$ cat config.mk
export PLATFORM = sky130hd
export DESIGN_NAME = serial_addsub_flat
export DESIGN_NICKNAME = d
export VERILOG_FILES = /design/src/rtl/serial_addsub_pkg.sv /design/src/rtl/serial_addsub_if.sv /design/src/rtl/serial_addsub_fa_chunk.sv /design/src/rtl/serial_addsub.sv /design/src/flat_wrapper.sv
export SDC_FILE = /design/constraint.sdc
export NUM_CORES = 1
export LEC_CHECK = 0
export CAP_MARGIN = 20
export CORE_MARGIN = 8
export CORE_UTILIZATION = 46
export CTS_CLUSTER_DIAMETER = 40
export CTS_CLUSTER_SIZE = 8
export DETAILED_ROUTE_END_ITERATION = 8
export HOLD_SLACK_MARGIN = 0.03
export PLACE_DENSITY = 0.81
export SLEW_MARGIN = 25
export SYNTH_ARGS = -nofsm -noshare
export SYNTH_HDL_FRONTEND = slang
export SYNTH_HIERARCHICAL = 1
export SYNTH_SLANG_ARGS = --single-unit
$ cat constraint.sdc
create_clock -name clk -period 1.4 [get_ports clk]
set_clock_uncertainty 0.05 [all_clocks]
set_input_delay 0.28 -clock clk [delete_from_list [all_inputs] [get_ports clk]]
set_output_delay 0.28 -clock clk [all_outputs]
set_load 0.03 [all_outputs]
$ cat src/rtl/serial_addsub_pkg.sv
// Shared types and elaboration helpers for the chunked serial adder/subtractor.
package serial_addsub_pkg;

    typedef enum logic [1:0] {
        IDLE = 2'd0,
        RUN  = 2'd1,
        DONE = 2'd2
    } state_e;

    // Bits needed to count 0..n-1, never less than one.
    function automatic int unsigned cnt_width(input int unsigned n);
        int unsigned w;
        w = 1;
        while ((32'd1 << w) < n) begin
            w = w + 1;
        end
        return w;
    endfunction

    // WIDTH must be at least 2 and an exact multiple of a non-zero CHUNK.
    function automatic bit params_ok(input int unsigned width, input int unsigned chunk);
        return (chunk != 0) && (width >= 2) && ((width % chunk) == 0);
    endfunction

endpackage

$ cat src/rtl/serial_addsub_if.sv
// Request/result bundle between a requester (master) and serial_addsub (slave).
interface serial_addsub_if #(
    parameter int unsigned WIDTH = 8
);
    logic             start;
    logic             sub;
    logic [WIDTH-1:0] a;
    logic [WIDTH-1:0] b;
    logic             cin;
    logic             busy;
    logic             done;
    logic [WIDTH-1:0] sum;
    logic             cout;
    logic             overflow;

    modport master (
        output start, sub, a, b, cin,
        input  busy, done, sum, cout, overflow
    );

    modport slave (
        input  start, sub, a, b, cin,
        output busy, done, sum, cout, overflow
    );
endinterface

$ cat src/rtl/serial_addsub_fa_chunk.sv
// CHUNK-bit combinational ripple of full-adder cells.
module fa_chunk #(
    parameter int unsigned CHUNK = 1
) (
    input  logic [CHUNK-1:0] a_i,
    input  logic [CHUNK-1:0] b_i,
    input  logic             cin_i,
    output logic [CHUNK-1:0] s_o,
    output logic             cout_o,
    output logic             c_msb_in_o
);

    logic [CHUNK:0] c;

    // Ripple the carry through each cell, LSB first.
    always_comb begin
        c    = '0;
        s_o  = '0;
        c[0] = cin_i;
        for (int i = 0; i < int'(CHUNK); i++) begin
            s_o[i]  = a_i[i] ^ b_i[i] ^ c[i];
            c[i+1]  = (a_i[i] & b_i[i]) | (c[i] & (a_i[i] ^ b_i[i]));
        end
    end

    assign cout_o     = c[CHUNK];
    assign c_msb_in_o = c[CHUNK-1];

endmodule

$ cat src/rtl/serial_addsub.sv
// Multi-cycle adder/subtractor: CHUNK bits per clock, LSB chunk first.
module serial_addsub
    import serial_addsub_pkg::*;
#(
    parameter int unsigned WIDTH = 8,
    parameter int unsigned CHUNK = 1
) (
    input  logic            clk,
    input  logic            rst_n,
    serial_addsub_if.slave  bus
);

    localparam int unsigned N    = WIDTH / CHUNK;
    localparam int unsigned CW   = cnt_width(N);
    localparam logic [CW-1:0] LAST = CW'(N - 1);

    if (!params_ok(WIDTH, CHUNK)) begin : g_bad_params
        $error("serial_addsub: WIDTH must be >= 2 and a multiple of CHUNK");
    end

    state_e           state_q, state_d;
    logic [WIDTH-1:0] a_q, a_d;
    logic [WIDTH-1:0] b_q, b_d;
    logic [WIDTH-1:0] acc_q, acc_d;
    logic [WIDTH-1:0] sum_q, sum_d;
    logic             carry_q, carry_d;
    logic [CW-1:0]    cnt_q, cnt_d;
    logic             busy_q, busy_d;
    logic             done_q, done_d;
    logic             cout_q, cout_d;
    logic             ovf_q, ovf_d;

    logic [CHUNK-1:0] s_chunk;
    logic             c_next;
    logic             c_msb_in;

    fa_chunk #(
        .CHUNK (CHUNK)
    ) u_fa_chunk (
        .a_i        (a_q[CHUNK-1:0]),
        .b_i        (b_q[CHUNK-1:0]),
        .cin_i      (carry_q),
        .s_o        (s_chunk),
        .cout_o     (c_next),
        .c_msb_in_o (c_msb_in)
    );

    // State register.
    always_ff @(posedge clk) begin
        if (!rst_n) begin
            state_q <= IDLE;
        end else begin
            state_q <= state_d;
        end
    end

    // Next state, operand capture/shift, and result update on the last chunk.
    always_comb begin
        state_d = state_q;
        a_d     = a_q;
        b_d     = b_q;
        acc_d   = acc_q;
        carry_d = carry_q;
        cnt_d   = cnt_q;
        busy_d  = busy_q;
        done_d  = 1'b0;
        sum_d   = sum_q;
        cout_d  = cout_q;
        ovf_d   = ovf_q;

        case (state_q)
            IDLE, DONE: begin
                busy_d  = 1'b0;
                state_d = IDLE;
                if (bus.start) begin
                    // Subtraction is a + ~b + ~borrow_in.
                    a_d     = bus.a;
                    b_d     = bus.sub ? ~bus.b : bus.b;
                    carry_d = bus.sub ? ~bus.cin : bus.cin;
                    acc_d   = '0;
                    cnt_d   = '0;
                    busy_d  = 1'b1;
                    state_d = RUN;
                end
            end
            RUN: begin
                a_d     = a_q >> CHUNK;
                b_d     = b_q >> CHUNK;
                carry_d = c_next;
                acc_d   = WIDTH'({s_chunk, acc_q} >> CHUNK);
                cnt_d   = cnt_q + CW'(1);
                if (cnt_q == LAST) begin
                    state_d = DONE;
                    busy_d  = 1'b0;
                    done_d  = 1'b1;
                    sum_d   = WIDTH'({s_chunk, acc_q} >> CHUNK);
                    cout_d  = c_next;
                    ovf_d   = c_msb_in ^ c_next;
                end
            end
            default: begin
                state_d = IDLE;
                busy_d  = 1'b0;
            end
        endcase
    end

    // Datapath and output registers.
    always_ff @(posedge clk) begin
        if (!rst_n) begin
            a_q     <= '0;
            b_q     <= '0;
            acc_q   <= '0;
            carry_q <= 1'b0;
            cnt_q   <= '0;
            busy_q  <= 1'b0;
            done_q  <= 1'b0;
            sum_q   <= '0;
            cout_q  <= 1'b0;
            ovf_q   <= 1'b0;
        end else begin
            a_q     <= a_d;
            b_q     <= b_d;
            acc_q   <= acc_d;
            carry_q <= carry_d;
            cnt_q   <= cnt_d;
            busy_q  <= busy_d;
            done_q  <= done_d;
            sum_q   <= sum_d;
            cout_q  <= cout_d;
            ovf_q   <= ovf_d;
        end
    end

    assign bus.busy     = busy_q;
    assign bus.done     = done_q;
    assign bus.sum      = sum_q;
    assign bus.cout     = cout_q;
    assign bus.overflow = ovf_q;

endmodule
$ cat src/flat_wrapper.sv
// flat-port wrapper written by rule: the top's interface ports become plain ports
module serial_addsub_flat import serial_addsub_pkg::*;
#(
    parameter int unsigned WIDTH = 8,
    parameter int unsigned CHUNK = 1
)
  (clk, rst_n, bus_start, bus_sub, bus_a, bus_b, bus_cin, bus_busy, bus_done, bus_sum, bus_cout, bus_overflow);
  serial_addsub_if #(.WIDTH(WIDTH)) bus_i ();
  input  logic clk;
  input  logic rst_n;
  input wire logic [$bits(bus_i.start)-1:0] bus_start;
  input wire logic [$bits(bus_i.sub)-1:0] bus_sub;
  input wire logic [$bits(bus_i.a)-1:0] bus_a;
  input wire logic [$bits(bus_i.b)-1:0] bus_b;
  input wire logic [$bits(bus_i.cin)-1:0] bus_cin;
  output wire logic [$bits(bus_i.busy)-1:0] bus_busy;
  output wire logic [$bits(bus_i.done)-1:0] bus_done;
  output wire logic [$bits(bus_i.sum)-1:0] bus_sum;
  output wire logic [$bits(bus_i.cout)-1:0] bus_cout;
  output wire logic [$bits(bus_i.overflow)-1:0] bus_overflow;
  assign bus_i.start = bus_start;
  assign bus_i.sub = bus_sub;
  assign bus_i.a = bus_a;
  assign bus_i.b = bus_b;
  assign bus_i.cin = bus_cin;
  assign bus_busy = bus_i.busy;
  assign bus_done = bus_i.done;
  assign bus_sum = bus_i.sum;
  assign bus_cout = bus_i.cout;
  assign bus_overflow = bus_i.overflow;
  serial_addsub #(.WIDTH(WIDTH), .CHUNK(CHUNK)) u_core (.clk(clk), .rst_n(rst_n), .bus(bus_i));
endmodule
After elaboration in Yosys (flattened, before gate mapping) --
Index checks and enable logic that the tools add are counted. W data, S select, Z words.
Storage, ports and cells: input port bits 21, logic and storage cells 50, bits in registers 42
Operators by class: reduce and logical (&&, ||, !) cells 6, eq/ne operators 5, bitwise logic cells 8, muxes and demuxes 19, $add $sub $neg 1
Operator list (count):
- $pmux W8 S2 | 3
- $mux W8 | 4
- $not A8 Y8 | 1
- $mux W1 | 6
- $pmux W3 S2 | 1
- $reduce_and A2 Y1 | 3
- $pmux W1 S2 | 2
- $pmux W2 S2 | 1
- $add A3 B1 Y3 const B | 1
- $eq A3 B3 Y1 const B | 1
- $mux W3 | 1
- $xor A1 B1 Y1 | 3
- $and A1 B1 Y1 | 2
- $eq A2 B1 Y1 const B | 1
- $eq A2 B2 Y1 const B | 1
- $logic_not A2 Y1 | 1
- $mux W2 | 1
- $ne A2 B1 Y1 const B | 1
- $ne A2 B2 Y1 const B | 1
- $reduce_bool A2 Y1 | 1
- $reduce_or A2 Y1 | 1
- $not A1 Y1 | 1
- $or A1 B1 Y1 | 1

Longest topological paths before layout --
word-level depth 4, mapped depth 6, mapped depth without buffers 5

Hierarchy --
Netlist, hierarchy kept.
By module, submodules not included:
- serial_addsub | area each 1765.4 µm², instances 1, cells an instance 192
- fa_chunk | area each 27.5 µm², instances 1, cells an instance 2

Worst setup path before layout --
No wires, ideal clock.
path kind flip-flop to flip-flop, from reg u_core.cnt_q[0], to reg u_core.ovf_q, in the netlist u_core/bus.overflow, buffers on the path 1, library setup time 116 ps, arrival 1236 ps, cell stages (with the launch flop) 6, slack -2 ps, required time 1234 ps, path through dfxtp_1 -> ha_1 -> ha_1 -> and3b_1 -> buf_4 -> o211a_1
Between the ends: longest elaborated chain between the ends 2
RTL lines:
- start, declared | RTL line serial_addsub.sv:27 | logic [CW-1:0] cnt_q, cnt_d;
- start signal, assigned | RTL line serial_addsub.sv:126 | cnt_q <= cnt_d;
- $eq A3 B3 Y1 | RTL line serial_addsub.sv:92 | if (cnt_q == LAST) begin
- $reduce_and A2 Y1 (no line)
- end signal, assigned | RTL line serial_addsub.sv:131 | ovf_q <= ovf_d;
- end, declared | RTL line serial_addsub.sv:31 | logic ovf_q, ovf_d;
Every way passes these cells. A chain may end at the register's enable or synchronous reset.

Worst setup path in the final report --
from reg u_core.a_q[0], to reg u_core.ovf_q, in the netlist u_core/bus.overflow
Between the ends: longest elaborated chain between the ends 4, elaborated cells between the ends (all ways) 5, classes of those cells 5 x bitwise
RTL lines:
- start, declared | RTL line serial_addsub.sv:22 | logic [WIDTH-1:0] a_q, a_d;
- start signal, assigned | RTL line serial_addsub.sv:111 | a_q <= '0;
- start signal, assigned | RTL line serial_addsub.sv:122 | a_q <= a_d;
- $xor A1 B1 Y1 | RTL line serial_addsub_fa_chunk.sv:22 | c[i+1] = (a_i[i] & b_i[i]) | (c[i] & (a_i[i] ^ b_i[i]));
- $and A1 B1 Y1 | RTL line serial_addsub_fa_chunk.sv:22
- $or A1 B1 Y1 * | RTL line serial_addsub_fa_chunk.sv:22
- net u_core.c_next | RTL line serial_addsub.sv:34 | logic c_next;
- $xor A1 B1 Y1 * | RTL line serial_addsub.sv:98 | ovf_d = c_msb_in ^ c_next;
Mark *: on every way through the listed nets, which the timed path passes. The rest lies on a longest branch.

==> results.yml <==
die:
  die_width_um: 78.43
  rows: 22
  fp.coreArea_sq_um: 3716
  initial_utilization: 0.4825
  die_h_um: 78.43
  ioPinCount: 33
  die_area_sq_um: 6151
power:
  powerDensity_nw_per_um2: 993.4
  irDropWorstVdd_mv: 0.6825
  power.leakage_nw: 0.8905
run_status:
  status: "finished clean"
synth:
  ys_warn_count: 6
  async_flop_share: 0
  synth_edf_count: 0
  synth_cell_types: 25
  synth_fp_nets: 218
  ys_ff_latch: 41
  postSynthAreaPerCell_sq_um: 9.242
  synth_area_sq_um: 1793
  yosysSeqAreaShare: 0.4578
  synthCells: 194
  ys.flop_type: "dfxtp_1"
grt:
  grt_pass1_vias: 1536
  grt-ovfl-total: 0
  grt_max_degree: 42
  gr-usage-all-layers: 0.1371
  grt_pass1_wl_um: 6879
  grt_antenna_before_repair: 0
placed_design:
  dpl.hpwl_um: 2630
  gp_congestion: 0.8008
  io_buffers: 32
  place_ws_ns: -0.1272
clock_tree:
  holdBufCountCts: 0
  cts_sinks: 41
  clock_path_buffers: 2
  cts_max_level: 2
  clkSlewWorstSetupHoldPaths_ns: 0.08
  clock_latency_ns: 0.29
  cts_tree: "built"
  cts_setup_buffers: 0
  root_buffer: "clkbuf_8"
  cts-buffers-inserted: 5
timing:
  hold_viol_final: 0
  slew_viol_final: 0
  tns_ns: 0
  setup_viol: 0
  clock.fmax_ghz: 0.7402
  rsz0062_at_grt: "no"
  relSlewSlack: 0.7971
  fin_ws_ns: 0.04896
  fin_crit_ns: 1.351
  period_share: 0.9650
  worst_pin_slew_ns: 0.3056
route:
  drt-vias-per-instance: 5.294
  drt_first_pass_iters: 4
  wire_per_inst_um: 14.00
  drcViolationCount: 0
  wl_um: 3949
  vias: 1493
  ant_nets: 0
  drt_iter0_markers: 99
finish:
  nFillCells: 324
  drive_gt1_frac: 0.1410
  utilization: 0.6296
  diodes: 0
  syn_to_final_growth_pct: 30.50
  finalNetCount: 257
job:
  cap_violations: 0
critical_path:
  critPathArrivalTime_ns: 1.48
  cp-end-kind: "flop"
  cp_max_fo: 3
  cp-start-kind: "flop"
  worstSetupPathType: "reg2reg"
  cp_data_required_time_ns: 1.53
min_path:
  holdCritPathClass: "reg2reg"
[routing by layer]
metal | vias up | part of all wire | track usage
li1 | 750 | - | -
met1 | 701 | 0.44 | 0.1575
met2 | 37 | 0.49 | 0.2278
met3 | 5 | 0.048 | 0.05011
met4 | 0 | 0.018 | 0.05000
met5 | - | 0 | 0
[cell type report]
type | count | area (sq um) | share of cell area
Clock buffer | 8 | 80.08 | 0.03422
Multi-Input combinational cell | 136 | 909.6 | 0.3888
Sequential cell | 41 | 823.3 | 0.3519
Tap cell | 48 | 60.06 | 0.02567
Timing Repair Buffer | 49 | 466.7 | 0.1995
[cells in the mapped netlist, types with 3 or more instances]
| cell | n | share of area |
|---|---|---|
| a21boi_0 | 11 | 0.046 |
| clkbuf_1 | 4 | 0.0084 |
| buf_2 | 6 | 0.017 |
| nand2_1 | 30 | 0.063 |
| nand3_1 | 26 | 0.073 |
| buf_4 | 6 | 0.025 |
| a22oi_1 | 15 | 0.063 |
| dfxtp_1 | 41 | 0.46 |
| xor2_1 | 9 | 0.044 |
| and2_1 | 3 | 0.010 |
| a21boi_1 | 25 | 0.10 |
[logic make-up (layout without fill, tap and decap cells)]
logic type | after synthesis | in the layout | synth area share
AOI/OAI and AO/OA | 54 | 54 | 0.2261
xor gates and xnor gates | 10 | 10 | 0.04885
adders and majority gates | 3 | 3 | 0.02512
buffers and inverters | 18 | 57 | 0.06280
DFF | 41 | 41 | 0.4578
and+or+nand+nor | 68 | 69 | 0.1793
[registers in the layout, summed over array words and instances, names as in the netlist]
name	count
u_core/cnt_q	3
u_core/bus.cout	1
u_core/a_q	8
u_core/state_q	2
u_core/bus.overflow	1
u_core/bus.sum	8
u_core/carry_q	1
u_core/b_q	8
u_core/bus.done	1
u_core/acc_q	7
u_core/bus.busy	1
[worst paths after layout]
| check | startpoint | slack [ns] | endpoint | depth (start not counted) |
|---|---|---|---|---|
| hold / removal | u_core/bus.sum[3] | 0.40 | u_core/bus.sum[3] | 2 |
| setup reg to reg | u_core/a_q[0] | 0.05 | u_core/bus.overflow | 4 |
| hold reg to reg | u_core/bus.sum[3] | 0.40 | u_core/bus.sum[3] | 2 |
| setup / recovery | u_core/a_q[0] | 0.05 | u_core/bus.overflow | 4 |
[layout by cell type (no fill, tap or decap), types with 3 or more instances in the layout]
cell type        synthesis  routed
nand2_2                  0       3
xor2_1                   9       9
clkdlybuf4s50_1          0      20
clkbuf_1                 4       3
clkbuf_8                 0       5
and2_1                   3       3
dlygate4sd2_1            0       4
a21boi_0                11       5
a22oi_1                 15      15
a21boi_1                25      29
nand2_1                 30      27
nand3_1                 26      26
clkdlybuf4s15_1          0       7
dfxtp_1                 41      39
buf_4                    6      14
[critical path, stage by stage (launching register included)]
cell	delay [ns]
dfxtp_1	0.33
fa_1	0.48
xnor2_1	0.18
nand2_1	0.07
o211a_1	0.12
[report_power, final]
part	switching, mW	internal, mW	leakage (nW)
Sequential	0.0322	1.21	0.335
Clock	0.390	0.354	0.0395
Combinational	0.157	0.178	0.516
[stage by stage]
stage	hold slack [ns]	total power [mW]	area, sq um	instances
floorplan	0.3649	1.466	1797	194
global placement	0.3907	1.592	2221	274
detailed placement	0.4035	1.599	2221	274
CTS	0.4100	2.341	2297	282
global route	0.4303	2.439	2340	282
finish	0.4045	2.324	2340	282
[repair_timing]
action	4_1_cts	5_1_grt
cloned	0	1
pin swaps	2	7
endpoints found under the setup margin	22	17
gates resized for setup	20	20
(Power assumes the default switching activity.)
